### src/rtl/sd_cmd_tx_pkg.sv
// ----------------------------------------------------------------------------
// sd_cmd_tx_pkg
// Shared definitions for the SD CMD-line transmitter: frame field widths,
// fixed framing bits, CRC7 polynomial, FSM state encoding and a helper that
// assembles the 40-bit header/argument portion of a command frame.
// ----------------------------------------------------------------------------
package sd_cmd_tx_pkg;

    localparam int IDX_W   = 6;
    localparam int ARG_W   = 32;
    localparam int CRC_W   = 7;
    localparam int FRAME_W = 48;
    localparam int HDR_W   = 2 + IDX_W + ARG_W;   // bits fed through the CRC

    localparam logic START_BIT = 1'b0;
    localparam logic TX_BIT    = 1'b1;   // host-to-card direction
    localparam logic END_BIT   = 1'b1;
    localparam logic IDLE_BIT  = 1'b1;   // CMD line rests high

    // x^7 + x^3 + 1, x^7 term implicit in the feedback
    localparam logic [CRC_W-1:0] CRC7_POLY = 7'h09;

    typedef enum logic [2:0] {
        ST_IDLE = 3'd0,
        ST_DATA = 3'd1,
        ST_CRC  = 3'd2,
        ST_END  = 3'd3,
        ST_GAP  = 3'd4
    } state_t;

    function automatic logic [HDR_W-1:0] build_header(
        input logic [IDX_W-1:0] idx,
        input logic [ARG_W-1:0] arg
    );
        return {START_BIT, TX_BIT, idx, arg};
    endfunction

endpackage

### src/rtl/sd_cmd_tx_crc7.sv
// ----------------------------------------------------------------------------
// sd_cmd_tx_crc7
// Serial CRC7 (x^7+x^3+1) generator with an unload mode. While iunload=0 each
// clock absorbs idata; while iunload=1 the register shifts left, presenting
// the CRC MSB first on ocrc.
// Ports:
//   iclk     in   clock
//   iclr     in   synchronous clear (takes priority over everything)
//   idata    in   serial data bit to absorb (ignored in unload mode)
//   iunload  in   1 = shift CRC out, 0 = accumulate
//   ocrc     out  current CRC MSB (registered)
// ----------------------------------------------------------------------------
module sd_cmd_tx_crc7
    import sd_cmd_tx_pkg::*;
(
    input  logic iclk,
    input  logic iclr,
    input  logic idata,
    input  logic iunload,
    output logic ocrc
);

    logic [CRC_W-1:0] r_crc;
    logic             w_fb;

    assign w_fb = idata ^ r_crc[CRC_W-1];
    assign ocrc = r_crc[CRC_W-1];

    always_ff @(posedge iclk) begin
        if (iclr) begin
            r_crc <= '0;
        end else if (iunload) begin
            r_crc <= {r_crc[CRC_W-2:0], 1'b0};
        end else begin
            r_crc <= {r_crc[CRC_W-2:0], 1'b0} ^ ({CRC_W{w_fb}} & CRC7_POLY);
        end
    end

endmodule

### src/rtl/sd_cmd_tx.sv
// ----------------------------------------------------------------------------
// sd_cmd_tx
// Serialises one SD command frame onto the CMD line, one bit per iclk:
// start, transmission, index[5:0], arg[31:0], CRC7, end bit; followed by
// GAP_BITS idle-high cycles before the block reports not-busy.
// Parameters:
//   GAP_BITS  idle cycles after the end bit (0..63)
// Ports:
//   iclk     in   bit clock
//   irst     in   asynchronous active-high reset
//   istart   in   command request, accepted only while obusy=0
//   iindex   in   command index, sampled on accept
//   iarg     in   command argument, sampled on accept
//   obusy    out  high from accept until the gap completes
//   odone    out  one-cycle pulse during the end-bit cycle
//   ocmd     out  serial CMD data, 1 when not driving
//   ocmd_oe  out  pad output enable, high during the 48 frame bits
// All outputs are decoded from registers only (state, shift MSB, CRC MSB).
// ----------------------------------------------------------------------------
module sd_cmd_tx
    import sd_cmd_tx_pkg::*;
#(
    parameter int GAP_BITS = 1
)(
    input  logic        iclk,
    input  logic        irst,
    input  logic        istart,
    input  logic [5:0]  iindex,
    input  logic [31:0] iarg,
    output logic        obusy,
    output logic        odone,
    output logic        ocmd,
    output logic        ocmd_oe
);

    localparam logic [5:0] DATA_LAST = 6'(HDR_W - 1);
    localparam logic [5:0] CRC_LAST  = 6'(CRC_W - 1);
    localparam logic [5:0] GAP_LAST  = (GAP_BITS > 0) ? 6'(GAP_BITS - 1) : 6'd0;

    state_t             r_state, w_state_next;
    logic [HDR_W-1:0]   r_shift, w_shift_next;
    logic [5:0]         r_cnt,   w_cnt_next;

    logic w_accept;
    logic w_crc_clr;
    logic w_crc_data;
    logic w_crc_unload;
    logic w_crc_bit;

    assign w_accept  = (r_state == ST_IDLE) && istart;
    // Clearing on the accept edge means the first DATA bit meets a zero CRC.
    assign w_crc_clr = irst | w_accept;

    sd_cmd_tx_crc7 u_crc7 (
        .iclk    (iclk),
        .iclr    (w_crc_clr),
        .idata   (w_crc_data),
        .iunload (w_crc_unload),
        .ocrc    (w_crc_bit)
    );

    always_ff @(posedge iclk or posedge irst) begin
        if (irst) begin
            r_state <= ST_IDLE;
            r_shift <= '0;
            r_cnt   <= '0;
        end else begin
            r_state <= w_state_next;
            r_shift <= w_shift_next;
            r_cnt   <= w_cnt_next;
        end
    end

    always_comb begin
        w_state_next = r_state;
        w_shift_next = r_shift;
        w_cnt_next   = r_cnt;
        ocmd         = IDLE_BIT;
        ocmd_oe      = 1'b0;
        obusy        = 1'b1;
        odone        = 1'b0;
        // Outside DATA the CRC shifts zeros; harmless because accept clears it.
        w_crc_data   = 1'b0;
        w_crc_unload = 1'b1;

        case (r_state)
            ST_IDLE: begin
                obusy = 1'b0;
                if (istart) begin
                    w_state_next = ST_DATA;
                    w_shift_next = build_header(iindex, iarg);
                    w_cnt_next   = '0;
                end
            end

            ST_DATA: begin
                ocmd         = r_shift[HDR_W-1];
                ocmd_oe      = 1'b1;
                w_crc_data   = r_shift[HDR_W-1];
                w_crc_unload = 1'b0;
                w_shift_next = {r_shift[HDR_W-2:0], 1'b0};
                if (r_cnt == DATA_LAST) begin
                    w_state_next = ST_CRC;
                    w_cnt_next   = '0;
                end else begin
                    w_cnt_next   = r_cnt + 6'd1;
                end
            end

            ST_CRC: begin
                ocmd    = w_crc_bit;
                ocmd_oe = 1'b1;
                if (r_cnt == CRC_LAST) begin
                    w_state_next = ST_END;
                    w_cnt_next   = '0;
                end else begin
                    w_cnt_next   = r_cnt + 6'd1;
                end
            end

            ST_END: begin
                ocmd       = END_BIT;
                ocmd_oe    = 1'b1;
                odone      = 1'b1;
                w_cnt_next = '0;
                if (GAP_BITS == 0) begin
                    w_state_next = ST_IDLE;
                end else begin
                    w_state_next = ST_GAP;
                end
            end

            ST_GAP: begin
                if (r_cnt == GAP_LAST) begin
                    w_state_next = ST_IDLE;
                    w_cnt_next   = '0;
                end else begin
                    w_cnt_next   = r_cnt + 6'd1;
                end
            end

            default: begin
                w_state_next = ST_IDLE;
                w_cnt_next   = '0;
            end
        endcase
    end

endmodule

### config.mk
export PLATFORM = sky130hd
export DESIGN_NAME = sd_cmd_tx
export DESIGN_NICKNAME = d
export VERILOG_FILES = /design/src/rtl/sd_cmd_tx_pkg.sv /design/src/rtl/sd_cmd_tx_crc7.sv /design/src/rtl/sd_cmd_tx.sv
export SDC_FILE = /design/constraint.sdc
export NUM_CORES = 1
export LEC_CHECK = 0
export CORE_MARGIN = 1.5
export CORE_UTILIZATION = 40
export CTS_BUF_LIST = sky130_fd_sc_hd__clkbuf_8
export CTS_CLUSTER_SIZE = 14
export DETAILED_ROUTE_END_ITERATION = 7
export PLACE_DENSITY = 0.66
export SLEW_MARGIN = 20
export SYNTH_ARGS = -nofsm -noshare
export SYNTH_HDL_FRONTEND = slang
export SYNTH_HIERARCHICAL = 1
export SYNTH_SLANG_ARGS = --single-unit
### constraint.sdc
create_clock -name iclk -period 1.5 [get_ports iclk]
set_input_delay 0.375 -clock iclk [delete_from_list [all_inputs] [get_ports iclk]]
set_output_delay 0.375 -clock iclk [all_outputs]
set_load 0.01 [all_outputs]
==> impl_metrics.json <==
{
  "status": "finished with violations",
  "violations": "setup timing",
  "drive_gt1_share_pct": 35.7,
  "core_area_mm2": 0.00599,
  "ys.flop_type": "dfrtp_1",
  "ff2ff_setup_slack_ps": -320,
  "hold_buffers": 0,
  "grt_max_degree": 50,
  "rsz0062_at_grt": "true",
  "leakage_nw": 1.72,
  "period_needed_ps": 1820,
  "die_w_um": 82.4,
  "drtIter0Drc": 121,
  "ys_types": 39,
  "fmax_mhz": 550,
  "worst-r2r-cell-count": 5,
  "fin_setup_tns_ps": -13830,
  "yosys-top-cells-area": "dfrtp_1, nor2_1, o22ai_1",
  "antenna_found_initial": 0,
  "ys_async_sr_fraction_pct": 87.5,
  "synth_edf_count": 0,
  "regToRegEndpoint": "r_shift[30]",
  "comb_power_share_pct": 18.8,
  "cp_max_fo": 7,
  "vias_per_cell": 5.34,
  "p_switching_w": 0.000838,
  "worst_slew_pin_slew_ps": 284,
  "crit_path_end_kind": "flop",
  "worstPathCellList": "buf_6 > or4b_4 > clkbuf_16 > mux2i_1 > a21oi_1",
  "vias": 2286,
  "dp_hpwl_um": 3780,
  "ys_seq_area_share_pct": 54.1,
  "fin_total_pwr_w": 0.00339,
  "hold-path-cell-count": 1,
  "insertion_delay_ps": 300,
  "fin_ws_ps": -318,
  "clockRootBuffer": "clkbuf_8",
  "max_stage_delay_ps": 680,
  "clk_pin_slew_worst_paths_ps": 90,
  "wl_um": 7010,
  "crit_buf_inv": 2,
  "synth.most_common_cell": "nor2_1",
  "first_pass_iters": 4,
  "grt_pass1_wl_um": 9870,
  "peakVddDrop_mv": 0.735,
  "max_cap_violations": 0,
  "syn_nets": 311,
  "antenna_left": 0,
  "pin_count": 45,
  "area_delta_synth_final_pct": 58.6,
  "drc": 0,
  "skew_ps": 13.2,
  "seq_power_share_pct": 51.7,
  "drv_slew": 0,
  "cts_htree_levels": 2,
  "dp.cells": 397,
  "syn_inst": 267,
  "finish.utilization_pct": 66.8,
  "synth.largest_area_cell": "dfrtp_1",
  "cp.required_ps": 1680,
  "synth_top_area_share_pct": 48.6,
  "clockBufferDepth": 2,
  "stdcell_count": 428,
  "syn_area_mm2": 0.00252,
  "p_clk_share_pct": 29.5,
  "seqCellArea_mm2": 0.00137,
  "worstHoldStart": "u_crc7/r_crc[0]",
  "fin_nets": 396,
  "diodes": 0,
  "avgSynthCellArea_um2": 9.45,
  "die_h_um": 82.4,
  "tritoncts": "yes",
  "grtUsageTotal_pct": 19.2,
  "arrival_ps": 2000,
  "multiInputGateArea_mm2": 0.00135,
  "hp-class": "flop to flop",
  "fillers": 442,
  "rows": 28,
  "grt-ovfl-total": 0,
  "initial_utilization_pct": 42.1,
  "p_sw_share_pct": 24.7,
  "start_kind": "flop",
  "slew_headroom_pct": 81.1,
  "period_share_pct": 121,
  "power.internal_w": 0.00255,
  "hold_ws_ps": 444,
  "cts_buffers": 5,
  "hold_viol": 0,
  "critical_path_class": "flop to flop",
  "numPortBuffers": 44,
  "gp_congestion": 0.785,
  "finalSetupViolCount": 57,
  "die-area_mm2": 0.00679,
  "cts.sinks": 56,
  "first_global_vias": 2139,
  "critPathSlowestCell": "or4b_4",
  "routedWlPerCell_um": 16.4,
  "path_delay_family": "simple AND/OR/NAND/NOR gates",
  "regToRegStartpoint": "r_state[2]",
  "power_density_mw_per_mm2": 847,
  "synth_common_cells": "nor2_1, dfrtp_1, o22ai_1",
  "min_to": "u_crc7/r_crc[1]",
  "synth_seq_cells": 56,
  "synth-warning-count": 6
}
-- power groups by stage --
stage | sequential (W) | clock (W) | combinational, W
final | 0.00175 | 0.000999 | 0.000638
after floorplan | 0.00173 | 0 | 0.000299
after global routing | 0.00177 | 0.00109 | 0.000695
after CTS | 0.00173 | 0.00102 | 0.000565
after detailed placement | 0.00175 | 0 | 0.000504
after global placement | 0.00175 | 0 | 0.000492
-- stage by stage --
stage          setup slack, ps  instance area [um^2]
2_1_floorplan            -69.3                  2570
3_3_place_gp              -663                  3270
3_5_place_dp              -680                  3270
4_1_cts                   -268                  3660
5_1_grt                   -371                  4000
6_report                  -318                  4000
-- cell type report --
class / count / area share [%]
Multi-Input combinational cell: 186 / 33.8
Inverter: 7 / 0.750
Clock inverter: 2 / 0.844
Timing Repair Buffer: 96 / 26.0
Tap cell: 75 / 2.34
Sequential cell: 56 / 34.2
Clock buffer: 6 / 2.06
-- repair_timing --
| item | CTS | global route |
|---|---|---|
| pin swaps | 12 | 27 |
| gates resized for setup | 55 | 53 |
| cloned | 2 | 3 |
| buffers inserted | 10 | 8 |
| endpoints found under the setup margin | 57 | 59 |
-- worst max path at each step --
stage | end | slack [ps] | from | cells after the start
floorplan | u_crc7/r_crc[3] | -70 | r_state[2] | 5
global placement | r_shift[5] | -660 | istart | 5
detailed placement | r_shift[16] | -680 | istart | 5
CTS | r_shift[29] | -270 | r_state[1] | 5
global route | r_shift[30] | -370 | r_state[2] | 5
finish | r_shift[30] | -320 | r_state[2] | 5
-- cell usage in the layout (no fill, tap or decap), types with 8 or more instances in the layout --
cell             count
buf_6               10
o22ai_1             22
buf_4               31
dfrtp_1             47
a21oi_1              8
nor2_2              10
clkdlybuf4s50_1     39
nor2_1              59
nor2_4              11
o22ai_2              9
-- kinds of logic after synthesis --
logic type | count (synthesis) | synth area share, %
AO/OA/AOI/OAI | 58 | 14.5
XOR/XNOR | 6 | 2.08
adder cells (fa/ha/maj) | 3 | 1.49
buffers and inverters | 25 | 5.26
flip-flops | 56 | 54.1
multiplexers | 6 | 2.38
AND/OR/NAND/NOR | 113 | 20.2
-- flip-flops by register name, indices dropped and copies added, names as in the netlist --
register / cells
u_crc7/r_crc: 7
r_state: 3
r_cnt: 6
r_shift: 40
-- worst reg2reg max path: cells and delay by family, from the launching register on --
kind / cells / cell delay (ps)
AOI/OAI and AO/OA: 1 / 80
and+or+nand+nor: 1 / 680
buffers and inverters: 2 / 360
muxes: 1 / 150
DFF: 1 / 430
-- routing by layer --
metal  vias up  GRT usage [%]  wire [um]
met2        57           33.0       3550
met3         8           3.74        330
met4         0           5.93         53
met1      1117           24.4       3080
met5         -              0          0
li1       1104              -          -
(Power assumes the default switching activity.)
==> patch 1, RTL diff (same settings) <==
Reset style: synchronous (`irst`), changed in one clocked block. Comments in the files are not updated.
--- a/src/rtl/sd_cmd_tx.sv
+++ b/src/rtl/sd_cmd_tx.sv
@@ -59,7 +59,7 @@
         .ocrc    (w_crc_bit)
     );
 
-    always_ff @(posedge iclk or posedge irst) begin
+    always_ff @(posedge iclk) begin
         if (irst) begin
             r_state <= ST_IDLE;
             r_shift <= '0;
Check against the original RTL: differs if irst is asserted again (counterexample within 4 cycles, from zero or initial values and one cycle with irst high); with irst held inactive, the same outputs for 10 cycles.
==> patch 1 against the unedited design <==
The run still ends with setup timing left. Area after synthesis shrank 0.15%. Combinational power grew 46%. Critical path type unchanged. Highest routed layer unchanged. Sequential cell count stayed put. Clock power is 16% lower. Fmax up 6.2%. Setup slack improved by 0.11 ns. Routed wire length fell by 1.6%. Power rose by 2.0%. Final area down 3.2%.
==> patch 1: results (changes against the unedited design) <==
| Metric | Value |
|---|---|
| Run status | finished with violations |
| Failing checks | setup timing |
| Hold_ws | 0.4449 ns (+0.0007150 ns) |
| Seq/Total Area, Yosys | 44.49% (-9.7 points) |
| Synth cell types | 40 (+2.6%) |
| Hold WC Path Type | primary input to flop |
| FF-to-FF setup slack | -0.21 ns (+0.11 ns) |
| Clock transition at path regs | 0.11 ns (+0.02 ns) |
| VDD IR-drop max | 681.5 uV (-7.3%) |
| Pin count of the biggest net entering global routing | 40 (-20%) |
| Gr usage total | 19.89% (+0.66 points) |
| RR Startpoint | r_state[0]$_SDFFE_PP0P_ |
| FF-to-FF path depth | 6 (+1) |
| DPL Wire Length | 3752 um (-0.68%) |
| Delay of the slowest critical-path stage | 0.55 ns (-0.13 ns) |
| Syn Nets | 313 (+0.64%) |
| Relative slew margins | 79.90% (-1.2 points) |
| Setup violators final | 55 (-3.5%) |
| Async set or reset register ratio after synthesis | 0% (-88 points) |
| First-pass GRT wire length | 10340 um (+4.8%) |
| Synth top area cells | dfxtp_1 (44%), nor3_2 (12%), o22ai_1 (8.7%) |
| Hold endpoint | r_cnt[0]$_SDFFE_PP0N_ |
| Layout cells sized above 1 | 43.84% (+8.1 points) |
| Hold Crit Depth | 4 (+3) |
| Wire per inst | 16.26 um (-0.67%) |
| Placed instance count | 400 (+0.76%) |
| Final WS setup | -0.2123 ns (+0.1053 ns) |
| Final wirelength | 6894 um (-1.6%) |
==> patch 1: cell count changes after synthesis, moves of 6 or more <==
cell / delta
dfrtp_1: -49
dfxtp_1: +49
nor3_2: +31
nor2_1: -30
nor3_1: +10
mux2i_1: -6
==> patch 1: worst max path at each step <==
stage	to	startpoint
after global placement	r_shift[38]$_SDFFE_PP0P_	istart
after detailed placement	r_shift[38]$_SDFFE_PP0P_	istart
after global routing	r_shift[21]$_SDFFE_PP0P_	r_state[0]$_SDFFE_PP0P_
final	r_shift[21]$_SDFFE_PP0P_	r_state[0]$_SDFFE_PP0P_
after CTS	r_shift[11]$_SDFFE_PP0P_	r_state[0]$_SDFFE_PP0P_
after floorplan	r_shift[18]$_SDFFE_PP0P_	r_state[2]$_SDFFE_PP0P_
==> patch 1: cells by family (layout without fill, tap and decap cells) <==
logic type / count (synthesis) / in the layout / share of synthesized area (%)
AND/OR/NAND/NOR: 122 / 126 / 31.08
AO/OA/AOI/OAI: 58 / 58 / 14.80
flip-flops: 56 / 56 / 44.49
buffers and inverters: 24 / 100 / 6.008
XOR/XNOR: 5 / 5 / 1.738
adder cells (fa/ha/maj): 4 / 4 / 1.887
==> patch 1: per-layer routing <==
metal | vias to the layer above | global-route usage [%] | wire (um)
li1 | 1128 | - | -
met1 | 1105 | 23.87 | 3076
met2 | 44 | 34.72 | 3493
met3 | 9 | 4.505 | 233
met4 | 0 | 6.780 | 91
met5 | - | 0 | 0
==> patch 1: through the flow <==
step,cell area (um^2),total power [uW],setup slack (ns)
after floorplan,2532,2147,-0.02644
after global placement,3209,2371,-0.5381
after detailed placement,3209,2389,-0.5562
after CTS,3627,3374,-0.1665
after global routing,3875,3608,-0.2258
final,3875,3459,-0.2123
==> patch 1: timing repair <==
action / CTS / global route
pin swaps: 2 / 14
setup endpoints to repair: 56 / 59
gates cloned: 7 / 1
buffers inserted: 5 / 4
resized for setup: 59 / 40
endpoints found under the hold margin: 0 / 0
==> patch 1: area by class of cell <==
cell class / instances / area (um^2) / area share (%)
Inverter: 4 / 15.01 / 0.3875
Tap cell: 75 / 93.84 / 2.422
Clock buffer: 5 / 68.82 / 1.776
Multi-Input combinational cell: 193 / 1640 / 42.33
Timing Repair Buffer: 88 / 903.4 / 23.31
Clock inverter: 3 / 20.02 / 0.5166
Sequential cell: 56 / 1134 / 29.25
==> patch 1: critical path, delay by kind of cell (launching register included) <==
family          cells  cell delay, ns
simple gates        2            0.62
buf+inv             3            0.44
flops               1            0.38
compound gates      1            0.17
==> patch 1: power groups by stage <==
stage	registers [uW]	clock network (uW)	logic (uW)
after CTS	1680	851	844
after global routing	1700	914	993
after detailed placement	1700	0	689
after floorplan	1690	0	462
after global placement	1690	0	677
final	1690	838	932
==> patch 2, RTL diff (same flow settings) <==
Made on the original files. `GAP_BITS`: 1 -> 0.
--- a/src/rtl/sd_cmd_tx.sv
+++ b/src/rtl/sd_cmd_tx.sv
@@ -20,7 +20,7 @@
 module sd_cmd_tx
     import sd_cmd_tx_pkg::*;
 #(
-    parameter int GAP_BITS = 1
+    parameter int GAP_BITS = 0
 )(
     input  logic        iclk,
     input  logic        irst,
Check against the original RTL: same outputs for any inputs over 10 cycles, from zero or initial values and one cycle with irst high; that may be too few to reach the edited logic, so the function may still have changed.
==> patch 2 against the unedited design <==
The flow still finishes with violations (setup timing). Global-route usage is 2.5 points lower. Area after synthesis is 1.8% higher. Utilization is 0.98 points higher. Sequential cell count is 1 lower. Final area is 6.3% higher. Setup slack better by 0.061 ns. Routed wire length is 0.46% higher. Critical path type is now flop to primary output. Highest routed layer unchanged.
Power is not compared: it rests on default switching activity, and its combinational part moved more than twofold at a synthesized area within 25%.
==> patch 2: results (changes against the unedited design) <==
| Metric | Value |
|---|---|
| Vias per inst | 5.131 (-3.9%) |
| FF-to-FF path depth | 7 (+2) |
| Failing checks | setup timing |
| First-pass GRT wire length | 9363 um (-5.1%) |
| Gr usage total | 16.78% (-2.5 points) |
| GPL Wtd Cong | 0.7860 (about the same) |
| Slowest CP cell | dfrtp_1 |
| CP Launch Point | r_state[1]$_DFFE_PP0P_ |
| Async set or reset register ratio after synthesis | 87.27% (-0.23 points) |
| Delay-heaviest family, CP | flip-flops |
| Layout cells sized above 1 | 36.93% (+1.2 points) |
| Placement Cell Area | 3367 um^2 (+3.0%) |
| Worst path arrival time | 1.38 ns (-0.62 ns) |
| Synth top area cells | dfrtp_1 (47%), mux2i_1 (15%), o21ai_1 (8.2%) |
| Wire per inst | 16.41 um (+0.22%) |
| RR Startpoint | r_state[0]$_DFFE_PP0P_ |
| Worst-path fanout max | 3 (-4) |
| Synth cell types | 32 (-18%) |
| Clk Latency, worst-skew pair | 0.33 ns (+0.03 ns) |
| Vias in the first global route | 2018 (-5.7%) |
| Relative slew margins | 80.26% (-0.80 points) |
| Hold_ws | 0.4502 ns (+0.006082 ns) |
| FF-to-FF setup slack | -0.21 ns (+0.11 ns) |
| Run status | finished with violations |
| Seq/Total Area, Yosys | 52.19% (-1.9 points) |
| CP endpoint | ocmd |
| NumNets Final | 400 (+1.0%) |
| Drt first pass iters | 4 (unchanged) |
| Synth cell count leaders | dfrtp_1 (48), nand2_1 (48), o21ai_1 (42), mux2i_1 (38), ha_1 (8) |
| Worst slack, placed | -0.2504 ns (+0.4296 ns) |
| Pin count of the biggest net entering global routing | 37 (-26%) |
| Setup violators final | 53 (-7.0%) |
| Syn Nets | 303 (-2.6%) |
| Hold Crit Depth | 1 (unchanged) |
| Hold endpoint | u_crc7/r_crc[2]$_SDFF_PP0_ |
| DPL Wire Length | 3684 um (-2.5%) |
| R2r endpoint | r_cnt[4]$_DFFE_PP0P_ |
| # fillers | 459 (+3.8%) |
| Final WS setup | -0.2570 ns (+0.06064 ns) |
patch 2: cell count changes after synthesis, sizes merged, moves of 3 or more:
cell,delta
a21oi,-7
a22oi,-3
buf,-6
ha,+5
mux2i,+32
nand2,+42
nand4,-4
nor2,-75
o21ai,+38
o22ai,-31
xor2,-4
patch 2: logic make-up (layout without fill, tap and decap cells):
kind of cell | Yosys count | count (layout) | synth area share (%)
muxes | 39 | 39 | 15.38
AOI/OAI and AO/OA | 57 | 57 | 12.22
adders and majority gates | 8 | 8 | 3.895
DFF | 55 | 55 | 52.19
xor gates and xnor gates | 1 | 1 | 0.3409
buffers and inverters | 22 | 120 | 3.554
and+or+nand+nor | 72 | 72 | 12.41
patch 2: power breakdown:
| part | total (uW) | switching [uW] | internal (uW) |
|---|---|---|---|
| Combinational | 6310 | 2660 | 3650 |
| Sequential | 2470 | 391 | 2080 |
| Clock | 872 | 533 | 339 |
patch 2: what timing repair did:
item / CTS / global route
cloned: 3 / 16
pin swaps: 6 / 9
buffers inserted: 6 / 7
gates resized for setup: 35 / 60
endpoints found under the setup margin: 53 / 54
patch 2: area by class of cell:
cell class                      instances  share of cell area [%]
Clock buffer                            5                   1.617
Clock inverter                          3                  0.5293
Inverter                                8                  0.7939
Multi-Input combinational cell        177                   32.55
Sequential cell                        55                   31.55
Tap cell                               77                   2.264
Timing Repair Buffer                  104                   30.70
patch 2: metal layers:
layer  global-route usage [%]  vias up  wire (um)
li1                         -     1068          -
met1                    22.52     1090       3146
met2                    27.35       35       3613
met3                    3.380        8        195
met4                    5.455        0         82
met5                        0        -          0
patch 2: stage by stage:
stage                     TNS, ns  instances  util [%]
after CTS                  -3.738        410     58.78
after detailed placement   -7.717        393     53.64
after floorplan            -2.454        254         -
after global placement     -6.535        393     53.64
final                      -8.609        429     67.79
after global routing       -12.22        429     67.79
